**config.mk**
```make
export PLATFORM = sky130hd
export DESIGN_NAME = efuse_macro_emu
export DESIGN_NICKNAME = d
export VERILOG_FILES = /design/src/rtl/efuse_macro_emu.sv
export SDC_FILE = /design/constraint.sdc
export NUM_CORES = 1
export LEC_CHECK = 0
export BUFFER_PORTS_ARGS = -buffer_cell sky130_fd_sc_hd__buf_2
export CORE_MARGIN = 2
export CORE_UTILIZATION = 25
export CTS_CLUSTER_SIZE = 40
export DETAILED_ROUTE_END_ITERATION = 8
export PLACE_DENSITY_LB_ADDON = 0.08
export SLEW_MARGIN = 20
export SYNTH_ARGS = -nofsm -noshare
export SYNTH_HDL_FRONTEND = slang
export SYNTH_SLANG_ARGS = --single-unit
```
**constraint.sdc**
```tcl
create_clock -name clk -period 5.02 [get_ports clk]
set_input_delay 1.004 -clock clk [delete_from_list [all_inputs] [get_ports clk]]
set_output_delay 1.004 -clock clk [all_outputs]
set_load 0.02 [all_outputs]
```
**src/rtl/efuse_macro_emu.sv**
```systemverilog
// Behavioural emulation of a 256-bit one-time-programmable eFuse macro with
// strobe-timed program pulses, fixed-latency byte reads and sticky error flags.
module efuse_macro_emu #(
    parameter int unsigned    PGM_CYC  = 4,
    parameter int unsigned    RD_LAT   = 2,
    parameter logic [255:0]   INIT_VAL = '0
) (
    input  logic       clk,
    input  logic       rst_n,
    input  logic       efuse_pgmen_i,
    input  logic       efuse_rden_i,
    input  logic       efuse_aen_i,
    input  logic [7:0] efuse_addr_i,
    input  logic       err_clr_i,
    output logic [7:0] efuse_rdata_o,
    output logic       pgm_done_o,
    output logic [1:0] err_o
);

    localparam logic [3:0] PGM_CYC_W = 4'(PGM_CYC);
    localparam logic [3:0] RD_LAT_W  = 4'(RD_LAT);

    typedef enum logic [1:0] {StIdle, StPgm, StRd} state_e;

    state_e       r_state;
    logic [3:0]   r_cnt;
    logic [7:0]   r_addr;
    logic [255:0] r_array;
    logic [7:0]   r_rdata;
    logic         r_pgm_done;
    logic [1:0]   r_err;
    logic         r_aen_prev;
    // Set once aen has been sampled low after reset, so a strobe already
    // high when reset releases is not mistaken for a rise.
    logic         r_aen_armed;

    logic         w_aen_rise;
    logic [1:0]   w_err_set;

    assign w_aen_rise = efuse_aen_i & ~r_aen_prev & r_aen_armed;

    always_comb begin
        w_err_set = 2'b00;
        case (r_state)
            StIdle: begin
                if (w_aen_rise && efuse_pgmen_i && efuse_rden_i) begin
                    w_err_set[0] = 1'b1;
                end
            end
            StPgm: begin
                if (efuse_rden_i) begin
                    w_err_set = 2'b11;
                end else if (!efuse_aen_i) begin
                    w_err_set[1] = (r_cnt < PGM_CYC_W);
                end else if (!efuse_pgmen_i) begin
                    w_err_set[1] = 1'b1;
                end
            end
            StRd: begin
                if (!efuse_rden_i) begin
                    w_err_set[1] = 1'b1;
                end
            end
            default: w_err_set = 2'b00;
        endcase
    end

    always_ff @(posedge clk or negedge rst_n) begin
        if (!rst_n) begin
            r_state     <= StIdle;
            r_cnt       <= '0;
            r_addr      <= '0;
            r_array     <= INIT_VAL;
            r_rdata     <= '0;
            r_pgm_done  <= 1'b0;
            r_err       <= '0;
            r_aen_prev  <= 1'b0;
            r_aen_armed <= 1'b0;
        end else begin
            r_aen_prev <= efuse_aen_i;
            if (!efuse_aen_i) begin
                r_aen_armed <= 1'b1;
            end
            r_pgm_done <= 1'b0;
            // A flag raised in the same cycle as a clear survives.
            r_err <= (err_clr_i ? 2'b00 : r_err) | w_err_set;

            case (r_state)
                StIdle: begin
                    if (w_aen_rise && efuse_pgmen_i && !efuse_rden_i) begin
                        r_addr  <= efuse_addr_i;
                        r_cnt   <= 4'd1;
                        r_state <= StPgm;
                    end else if (w_aen_rise && efuse_rden_i && !efuse_pgmen_i) begin
                        r_addr  <= efuse_addr_i;
                        r_cnt   <= 4'd1;
                        r_state <= StRd;
                    end
                end
                StPgm: begin
                    if (efuse_rden_i) begin
                        r_cnt   <= '0;
                        r_state <= StIdle;
                    end else if (!efuse_aen_i) begin
                        if (r_cnt >= PGM_CYC_W) begin
                            r_array[r_addr] <= 1'b1;
                            r_pgm_done      <= 1'b1;
                        end
                        r_cnt   <= '0;
                        r_state <= StIdle;
                    end else if (!efuse_pgmen_i) begin
                        r_cnt   <= '0;
                        r_state <= StIdle;
                    end else if (r_cnt < PGM_CYC_W) begin
                        r_cnt <= r_cnt + 4'd1;
                    end
                end
                StRd: begin
                    if (!efuse_rden_i) begin
                        r_cnt   <= '0;
                        r_state <= StIdle;
                    end else if (r_cnt >= RD_LAT_W) begin
                        r_rdata <= r_array[{r_addr[7:3], 3'b000} +: 8];
                        r_cnt   <= '0;
                        r_state <= StIdle;
                    end else begin
                        r_cnt <= r_cnt + 4'd1;
                    end
                end
                default: begin
                    r_cnt   <= '0;
                    r_state <= StIdle;
                end
            endcase
        end
    end

    assign efuse_rdata_o = r_rdata;
    assign pgm_done_o    = r_pgm_done;
    assign err_o         = r_err;

endmodule
```
After elaboration in Yosys (flattened, before gate mapping)
Cells that the tools add are included.
{ "word_totals": {"regBits": 283, "in_bits": 14, "out_inout_bits": 11, "elab_cells": 78} }
{ "op_classes": {"addsub": 1, "magnitude_cmp": 5, "eq_ne": 6, "n_shift": 1, "mux": 34, "bitwise": 7, "n_reduce_logical": 15} }
{ "op_table": {"columns": ["op", "n"], "rows": [
  ["$or A256 B256 Y256", 1],
  ["$shiftx A256 B9 Y8", 1],
  ["$mux W4", 8],
  ["$mux W2", 8],
  ["$mux W8", 2],
  ["$pmux W4 S3", 1],
  ["$mux W1", 11],
  ["$lt A8 B9 Y1 const B", 1],
  ["$demux W1 S8", 1],
  ["$ge A8 B1 Y1 const B", 1],
  ["$logic_and A1 B1 Y1", 6],
  ["$ne A3 B3 Y1 const B", 2],
  ["$pmux W2 S3", 1],
  ["$reduce_and A3 Y1", 2],
  ["$ne A5 B5 Y1 const B", 1],
  ["$add A4 B1 Y4 const B", 1],
  ["$ge A4 B2 Y1 const B", 1],
  ["$ge A4 B3 Y1 const B", 1],
  ["$lt A4 B3 Y1 const B", 1],
  ["$ne A4 B4 Y1 const B", 1],
  ["$pmux W1 S2", 2],
  ["$reduce_and A2 Y1", 2],
  ["$reduce_and A4 Y1", 1],
  ["$not A1 Y1", 3],
  ["7 further kinds", 9]
]} }

Depth between registers and ports, before layout
Gate-level depths: netlist of run 1.
{ "depth": {"depth_word": 8, "depth_mapped": 9, "ltp_nobuf": 8} }

Least setup slack after synthesis of run 1
No wires, ideal clock.
{ "synth_path": {"path_type": "input-to-reg", "start": "input port efuse_rden_i", "end": "register r_array[117]", "setup_ps": 64, "arrival_time_ps": 2187, "t_required_ps": 4956, "slack_ps": 2769, "stages": 8, "path_cell_list": "buf_2 > nand2b_1 > or3_4 > clkinv_4 > nand2_2 > nor2_1 > buf_4 > a21o_1"} }
{ "synth_via": {"elab_chain_len": 2} }
{ "synth_lines": {"columns": ["item", "line_no", "rtl"], "rows": [
  ["start, declared", "11", "input logic efuse_rden_i,"],
  ["$not A1 Y1 (no line)", null, null],
  ["$reduce_and A4 Y1 (no line)", null, null],
  ["end signal, assigned", "73", "r_array <= INIT_VAL;"],
  ["end signal, assigned by index", "106", "r_array[r_addr] <= 1'b1;"],
  ["end, declared", "28", "logic [255:0] r_array;"]
]} }
Every way passes these cells.
A chain may end at the register's enable or synchronous reset.

Worst setup path after layout of run 1
{ "layout_path": {"start": "register r_addr[3]", "end": "register r_rdata[4], in the netlist efuse_rdata_o[4]"} }
{ "layout_via": {"elab_chain_len": 1} }
{ "layout_lines": {"columns": ["item", "line_no", "rtl"], "rows": [
  ["start, declared", "27", "logic [7:0] r_addr;"],
  ["start signal, assigned", "91", "r_addr <= efuse_addr_i;"],
  ["start signal, assigned", "95", "r_addr <= efuse_addr_i;"],
  ["$shiftx A256 B9 Y8", "123", "r_rdata <= r_array[{r_addr[7:3], 3'b000} +: 8];"],
  ["end signal, assigned", "123", null],
  ["end, declared", "29", "logic [7:0] r_rdata;"]
]} }
Every way passes these cells.

==> results.py, run 1 <==
metrics = {
    "timing": {
        "fmaxAchievable_ghz": 0.342,
        "fin_crit_ns": 2.93,
        "final.setup.tns_ns": 0,
        "finalHoldViolCount": 0,
        "clock_skew_ns": 0.00939,
        "rsz0062_at_grt": "no",
        "slew_violations": 0,
        "setup_viol": 0,
        "period_share_pct": 58.3,
        "slew_headroom_pct": 26.6,
        "tightest_slew_ns": 1.10,
    },
    "logic_synthesis": {
        "synthSimpleGateAreaFrac_pct": 3.90,
        "synth_top_area_share_pct": 57.8,
        "synth-adder-area-share_pct": 0.511,
        "syn-cell-area_um2": 12300,
        "postSynth.asyncResetShare_pct": 100,
        "synth_flop_cell": "dfrtp_1",
        "synth_top_family_by_area": "compound AO/OA/AOI/OAI gates",
        "synthTopCellsByArea": "dfrtp_1, a21o_1, mux2i_1",
        "synth_xor_area_share_pct": 0.0715,
        "yosys.area.top_type": "dfrtp_1",
        "synth.area.mux_share_pct": 11.3,
        "ys_seq_elements": 283,
        "synth_edf_count": 0,
        "synth-compound-area-share_pct": 22.7,
        "synth.lib_cells_used.distinct": 45,
        "syn_area_per_cell_um2": 12.5,
        "ys_seq_area_share_pct": 57.8,
        "synthCells": 983,
        "synth_fp_nets": 1002,
        "ys_warn_count": 0,
    },
    "power_and_ir_drop": {
        "p_per_area_nw_per_um2": 469,
        "power.total_w": 0.00662,
        "power.leakage_nw": 7.85,
        "max-vdd-ir-drop_mv": 0.253,
    },
    "global_route": {
        "grt_first_pass_wirelength_mm": 57.3,
        "grt_max_degree": 116,
        "antenna_found_initial": 0,
        "grt_use_total_pct": 15.2,
        "grt-ovfl-total": 0,
        "grt_pass1_vias": 8518,
    },
    "cts": {
        "insertion_delay_ns": 0.54,
        "cts_hold_buffers": 0,
        "clock_path_buffers": 3,
        "clk_pin_slew_ns": 0.05,
        "post_cts_buffers": 0,
        "clockRootBuffer": "clkbuf_16",
        "cts_resized": 0,
        "numCtsBuffers": 35,
        "cts_tree": "built",
        "cts_max_level": 2,
        "cts_sinks": 283,
    },
    "floorplanning": {
        "start_util_pct": 25.2,
        "pin_count": 25,
        "die_y_um": 225,
        "die_area_um2": 50800,
        "die_w_um": 225,
        "core_region_area_um2": 48600,
        "row_count": 81,
    },
    "critical_path": {
        "crit_path_start_kind": "flop",
        "worstPathArrival_ns": 3.36,
        "critical_path.max_stage_delay_ns": 0.87,
        "crit_path_end_kind": "flop",
        "cp_slowest_cell": "dfrtp_4",
        "cp_num_buf_inv": 1,
        "path_cells": "buf_4 > mux2i_1 > o22ai_1 > o21ai_0 > a41oi_1 > a21o_1",
        "path_class": "reg -> reg",
        "crit_fanout": 37,
        "required_ns": 5.45,
        "critPathTopFamily": "compound AO/OA/AOI/OAI gates",
    },
    "placed_design": {
        "dp_hpwl_mm": 22.7,
        "port_buffers": 24,
        "place_congestion": 0.688,
        "placed_cells": 1571,
    },
    "final_layout": {
        "syn_to_final_growth_pct": 15.2,
        "drive_gt1_share_pct": 14.3,
        "finalNetCount": 1005,
        "antenna_cells": 0,
        "finalNonFillerCells": 1630,
    },
    "route": {
        "num_vias": 7785,
        "antenna_left": 0,
        "drtIter0Drc": 435,
        "routed_via_density": 4.78,
        "wl_per_cell_um": 22.6,
        "first_pass_iters": 6,
        "drt-total-wl_mm": 36.9,
        "drc": 0,
    },
    "run_status": {
        "status": "finished clean",
    },
    "run": {
        "max_cap_viol_count": 0,
    },
    "hold_path": {
        "hold_class": "reg -> reg",
    },
}
registers in the layout, summed over array words and instances (netlist names):
signal / flops
efuse_rdata_o: 8
err_o: 2
pgm_done_o: 1
r_addr: 8
r_aen_armed: 1
r_aen_prev: 1
r_array: 256
r_cnt: 4
r_state: 2
synthesized netlist by cell type (2+ instances only):
master	number
o21bai_2	5
o2bb2ai_1	2
nand2_4	2
nor2_1	17
a21oi_1	2
buf_2	27
a21o_1	184
nor2_2	12
nand2b_1	9
nand3_1	5
nor2b_1	3
ha_1	5
clkbuf_1	20
o21ai_0	22
nor3_1	3
a22o_1	5
a41oi_1	8
nand2_2	2
nand2_1	16
mux2i_1	128
nor3_2	3
mux2_2	9
o22ai_1	64
o21bai_1	76
buf_4	26
dfrtp_1	283
inv_1	7
or2_2	5
o31ai_1	2
o21ai_1	16
layout by cell type (no fill, tap or decap), types with 16 or more instances in the layout:
master,instances
dfrtp_1,282
a21o_1,184
mux2i_1,128
o21bai_1,76
o22ai_1,64
clkbuf_16,37
buf_2,23
o21ai_0,22
nor2_2,16
o21ai_1,16
cells by family (layout without fill, tap and decap cells):
kind of cell | count (synthesis) | count (layout)
buf+inv | 83 | 108
compound gates | 389 | 389
fa+ha+maj | 5 | 5
simple gates | 85 | 85
mux | 137 | 137
flops | 283 | 283
xor+xnor | 1 | 1
path summary, 6_finish.rpt:
kind	start	slack, ns	depth (start not counted)	to
min reg2reg	r_array[32]$_DFFE_PN0P_	0.45	1	r_array[32]$_DFFE_PN0P_
max reg2reg	r_addr[3]$_DFFE_PN0P_	2.09	6	efuse_rdata_o[4]$_DFFE_PN0P_
max	r_addr[3]$_DFFE_PN0P_	2.09	6	efuse_rdata_o[4]$_DFFE_PN0P_
max in group asynchronous	rst_n	3.40	2	r_array[30]$_DFFE_PN0P_
min	r_array[32]$_DFFE_PN0P_	0.45	1	r_array[32]$_DFFE_PN0P_
min in group asynchronous	rst_n	0.49	1	r_cnt[1]$_DFFE_PN0P_
where the power goes:
group,internal (W),switching (W),total [W]
sequential,0.00234,0.000184,0.00252
combinational,0.000455,0.00110,0.00156
clock,0.00156,0.000981,0.00254
per-layer routing:
metal	vias up	GRT usage, %	wire length (um)
met5	-	0	0
met1	4036	20.5	17500
met4	0	4.34	809
met2	105	24.9	17500
li1	3592	-	-
met3	52	2.72	1110
layout make-up:
class	instances	area, um^2
Fill cell	5012	34500
Sequential cell	283	7090
Multi-Input combinational cell	617	4790
Clock buffer	55	1070
Tap cell	622	778
Timing Repair Buffer	41	283
Clock inverter	4	70.1
Inverter	8	35.0
per-stage QoR:
step,utilization (%),instance area (um^2),worst slack (ns),hold WS (ns)
2_1_floorplan,-,12300,2.77,0.427
3_3_place_gp,26.6,13000,2.02,0.437
3_5_place_dp,26.7,13000,2.05,0.443
4_1_cts,29.0,14100,2.06,0.455
5_1_grt,29.0,14100,1.89,0.463
6_report,29.0,14100,2.09,0.451
Note: power is estimated with default switching activity, not from simulation.
==> run 2, diff against run 1 <==
- clock period: 5.02 -> 2.9 ns (I/O delays scaled with it)
==> results.py, run 2 (synthesized netlist as in run 1, its figures left out) <==
metrics = {
    "final_layout": {
        "top_register": "r_array",
        "mostFrequentLayoutCell": "dfrtp_1",
        "finalNetCount": 1042,
        "largest_reg_flops": 256,
        "stdcell_area_um2": 14300,
        "antenna_cells": 0,
        "syn_to_final_growth_pct": 16.9,
        "final_cell_mix": "dfrtp_1, a21o_1, mux2i_1",
        "drive_gt1_share_pct": 16.2,
    },
    "floorplanning": {
        "die_area_um2": 50800,
        "core_region_area_um2": 48600,
        "die_y_um": 225,
        "die_w_um": 225,
        "row_count": 81,
        "start_util_pct": 25.2,
        "pin_count": 25,
    },
    "timing": {
        "tightest_slew_ns": 0.811,
        "finalHoldViolCount": 0,
        "setup_viol": 0,
        "fin_crit_ns": 2.38,
        "fin_ws_ns": 0.518,
        "final.setup.tns_ns": 0,
        "slew_violations": 0,
        "rsz0062_at_grt": "no",
        "period_share_pct": 82.1,
        "fmaxAchievable_ghz": 0.420,
        "clock_skew_ns": 0.0193,
        "slew_headroom_pct": 45.7,
    },
    "cts": {
        "clk_pin_slew_ns": 0.06,
        "cts_max_level": 2,
        "cts_sinks": 283,
        "numCtsBuffers": 35,
        "cts_tree": "built",
        "clock_path_buffers": 3,
        "insertion_delay_ns": 0.53,
        "clockRootBuffer": "clkbuf_16",
        "post_cts_buffers": 0,
        "cts_resized": 0,
    },
    "global_route": {
        "antenna_found_initial": 0,
        "grt_first_pass_wirelength_mm": 56.9,
        "grt-ovfl-total": 0,
        "grt_use_total_pct": 15.0,
        "grt_pass1_vias": 8611,
        "grt_max_degree": 73,
    },
    "critical_path": {
        "required_ns": 3.36,
        "reg2regPathDepth": 8,
        "worstPathArrival_ns": 2.84,
        "cp-endpoint": "r_array[65]$_DFFE_PN0P_",
        "worstReg2RegStart": "r_state[1]$_DFFE_PN0P_",
        "crit_path_start_kind": "flop",
        "rr_endpoint": "r_array[65]$_DFFE_PN0P_",
        "path_class": "reg -> reg",
        "crit_path_end_kind": "flop",
        "crit_fanout": 11,
        "rrSetupSlack_ns": 0.52,
        "worstSetupStartpoint": "r_state[1]$_DFFE_PN0P_",
    },
    "route": {
        "antenna_left": 0,
        "drt-total-wl_mm": 36.5,
        "wl_per_cell_um": 22.0,
        "first_pass_iters": 4,
        "drc": 0,
        "routed_via_density": 4.73,
        "drtIter0Drc": 341,
        "num_vias": 7866,
    },
    "hold_path": {
        "hold_class": "in -> reg",
    },
    "power_and_ir_drop": {
        "p_per_area_nw_per_um2": 787,
        "power.leakage_nw": 8.00,
        "power.total_w": 0.0113,
        "max-vdd-ir-drop_mv": 0.356,
    },
    "run": {
        "max_cap_viol_count": 0,
    },
    "placed_design": {
        "place_congestion": 0.708,
        "pre_cts_slack_ns": 0.516,
        "port_buffers": 24,
        "dpl_cell_area_um2": 13300,
        "dp_hpwl_mm": 23.6,
    },
    "run_status": {
        "status": "finished clean",
    },
}
[run 2: power by group]
| group | internal [W] | total (W) | switching [W] |
|---|---|---|---|
| Clock | 0.00242 | 0.00408 | 0.00167 |
| Combinational | 0.000970 | 0.00290 | 0.00193 |
| Sequential | 0.00405 | 0.00429 | 0.000239 |
[run 2: through the flow]
step                      hold WS (ns)  utilization [%]  cells
after floorplan                  0.284                -    983
after global placement           0.437             27.3   1607
after CTS                        0.203             29.4   1663
after detailed placement         0.442             27.3   1607
after global routing             0.219             29.4   1663
final                            0.237             29.4   1663
[run 2: cell type report]
class / count / area (um^2)
multi-input combinational: 617 / 4750
clock inverter: 1 / 5.00
clock buffer: 54 / 1030
sequential: 283 / 7090
inverter: 8 / 35.0
timing repair buffer: 78 / 638
fill: 4968 / 34300
tap: 622 / 778
[run 2: worst min path at each step]
stage	startpoint	endpoint	slack, ns	cells past startpoint
2_1_floorplan	rst_n	efuse_rdata_o[0]$_DFFE_PN0P_	0.28	0
3_3_place_gp	r_array[130]$_DFFE_PN0P_	r_array[130]$_DFFE_PN0P_	0.44	1
3_5_place_dp	r_array[180]$_DFFE_PN0P_	r_array[180]$_DFFE_PN0P_	0.44	1
4_1_cts	efuse_aen_i	r_aen_prev$_DFF_PN0_	0.20	1
5_1_grt	efuse_aen_i	r_aen_prev$_DFF_PN0_	0.22	1
6_report	efuse_aen_i	r_aen_prev$_DFF_PN0_	0.24	1
[run 2: worst max-delay path, cell delays in order (launching register included)]
cell and delay [ns]:
dfrtp_1 0.41, inv_1 0.13, ha_1 0.24, nand2b_1 0.07
or3_4 0.39, clkinv_4 0.13, nand2_2 0.08, nor2_1 0.64
a21o_1 0.21
[run 2: what timing repair did]
item / in CTS / in global routing
hold endpoints to repair: 29 / 0
hold buffers: 1 / 0
endpoints found under the setup margin: 0 / 0
[run 2: metal layers]
layer	vias up	part of all wire (%)	track usage (%)
met5	-	0	0
met4	0	2.2	4.49
met2	96	46	24.0
li1	3664	-	-
met3	47	2.8	2.18
met1	4059	49	20.9
==> run 3, diff against run 2 <==
- clock period: 2.9 -> 2.3 ns (I/O delays scaled with it)
==> results.py, run 3 (synthesized netlist as in run 1, its figures left out) <==
metrics = {
    "cts": {
        "insertion_delay_ns": 0.53,
        "post_cts_buffers": 0,
        "numCtsBuffers": 36,
        "clock_path_buffers": 3,
        "cts_sinks": 283,
        "cts_max_level": 2,
        "cts_tree": "built",
        "clockRootBuffer": "clkbuf_16",
        "clk_pin_slew_ns": 0.06,
    },
    "final_layout": {
        "final_cell_mix": "dfrtp_1, a21o_1, mux2i_1",
        "regArea_um2": 7090,
        "mostFrequentLayoutCell": "dfrtp_1",
        "finalNetCount": 1069,
        "largest_reg_flops": 256,
        "utilization_pct": 30.4,
        "syn_to_final_growth_pct": 20.6,
        "top_register": "r_array",
        "multiInputGateArea_um2": 4760,
        "antenna_cells": 0,
        "drive_gt1_share_pct": 19.2,
        "num-fill-cells": 4967,
    },
    "floorplanning": {
        "core_region_area_um2": 48600,
        "start_util_pct": 25.2,
        "row_count": 81,
        "pin_count": 25,
        "die_area_um2": 50800,
        "die_w_um": 225,
        "die_y_um": 225,
    },
    "timing": {
        "slew_headroom_pct": 62.1,
        "fin_crit_ns": 2.09,
        "fmaxAchievable_ghz": 0.478,
        "period_share_pct": 90.9,
        "clock_skew_ns": 0.00925,
        "tightest_slew_ns": 0.569,
        "final.setup.tns_ns": 0,
        "setup_viol": 0,
        "finalHoldViolCount": 0,
        "whs_ns": 0.132,
        "rsz0062_at_grt": "no",
        "slew_violations": 0,
        "fin_ws_ns": 0.209,
    },
    "power_and_ir_drop": {
        "power.leakage_nw": 8.24,
        "p_per_area_nw_per_um2": 1010,
        "max-vdd-ir-drop_mv": 0.418,
    },
    "critical_path": {
        "path_class": "reg -> reg",
        "crit_path_start_kind": "flop",
        "cp.depth": 7,
        "worstSetupStartpoint": "r_state[1]$_DFFE_PN0P_",
        "crit_path_end_kind": "flop",
        "critPathTopFamily": "simple AND/OR/NAND/NOR gates",
        "required_ns": 2.74,
        "crit_fanout": 9,
        "cp_slowest_cell": "dfrtp_1",
        "cp_num_buf_inv": 2,
        "path_cells": "inv_1 > ha_1 > nand2b_1 > or3_4 > clkinv_4 > nand3_1 > o21bai_1",
        "reg2regPathDepth": 7,
        "worstReg2RegStart": "r_state[1]$_DFFE_PN0P_",
        "critical_path.max_stage_delay_ns": 0.41,
        "worstPathArrival_ns": 2.53,
    },
    "global_route": {
        "grt-ovfl-total": 0,
        "antenna_found_initial": 0,
        "grt_use_total_pct": 15.1,
        "grt_pass1_vias": 8622,
        "grt_first_pass_wirelength_mm": 57.1,
        "grt_max_degree": 58,
    },
    "run": {
        "max_cap_viol_count": 0,
    },
    "hold_path": {
        "hold_class": "in -> reg",
        "hold_start": "efuse_aen_i",
        "holdPathStages": 1,
    },
    "route": {
        "drtIter0Drc": 414,
        "routed_via_density": 4.69,
        "wl_per_cell_um": 21.5,
        "first_pass_iters": 4,
        "antenna_left": 0,
        "drc": 0,
        "num_vias": 7957,
        "drt-total-wl_mm": 36.5,
    },
    "placed_design": {
        "pre_cts_slack_ns": 0.160,
        "port_buffers": 24,
        "place_congestion": 0.710,
        "dp_hpwl_mm": 24.3,
    },
    "run_status": {
        "status": "finished clean",
    },
}
## run 3: repair_timing
item | CTS | global route
resized for setup | 0 | 2
hold buffers | 1 | 0
setup endpoints to repair | 0 | 13
hold endpoints to repair | 40 | 0
## run 3: report_power, final
group	switching, W	internal (W)
clock network	0.00216	0.00335
registers	0.000209	0.00511
logic	0.00255	0.00149
total	0.00492	0.00994
## run 3: path summary, 6_finish.rpt
check                                           to  slack [ns]
setup / recovery           r_array[78]$_DFFE_PN0P_        0.21
hold / removal                r_aen_prev$_DFF_PN0_        0.13
setup reg to reg           r_array[78]$_DFFE_PN0P_        0.21
hold reg to reg            r_array[34]$_DFFE_PN0P_        0.45
max in group asynchronous  r_array[36]$_DFFE_PN0P_        1.16
min in group asynchronous     r_cnt[3]$_DFFE_PN0P_        0.44
## run 3: area by class of cell
cell class / instances / area share (%)
well taps: 622 / 5.27
multi-input cells: 617 / 32.2
flip-flops and latches: 283 / 48.0
inverters: 8 / 0.237
repair buffers: 104 / 6.57
clock buffers: 56 / 7.36
clock inverters: 7 / 0.407
## run 3: metrics by stage
step / total power, W / cells / area (um^2)
floorplan: 0.00765 / 983 / 12300
global placement: 0.00958 / 1633 / 13600
detailed placement: 0.00954 / 1633 / 13600
CTS: 0.0152 / 1697 / 14800
global route: 0.0156 / 1697 / 14800
finish: 0.0149 / 1697 / 14800
## run 3: layer usage
metal | GRT usage, % | wire [um] | vias up
li1 | - | - | 3722
met1 | 21.2 | 17900 | 4096
met2 | 24.1 | 16800 | 92
met3 | 2.01 | 969 | 47
met4 | 4.61 | 758 | 0
met5 | 0 | 0 | -
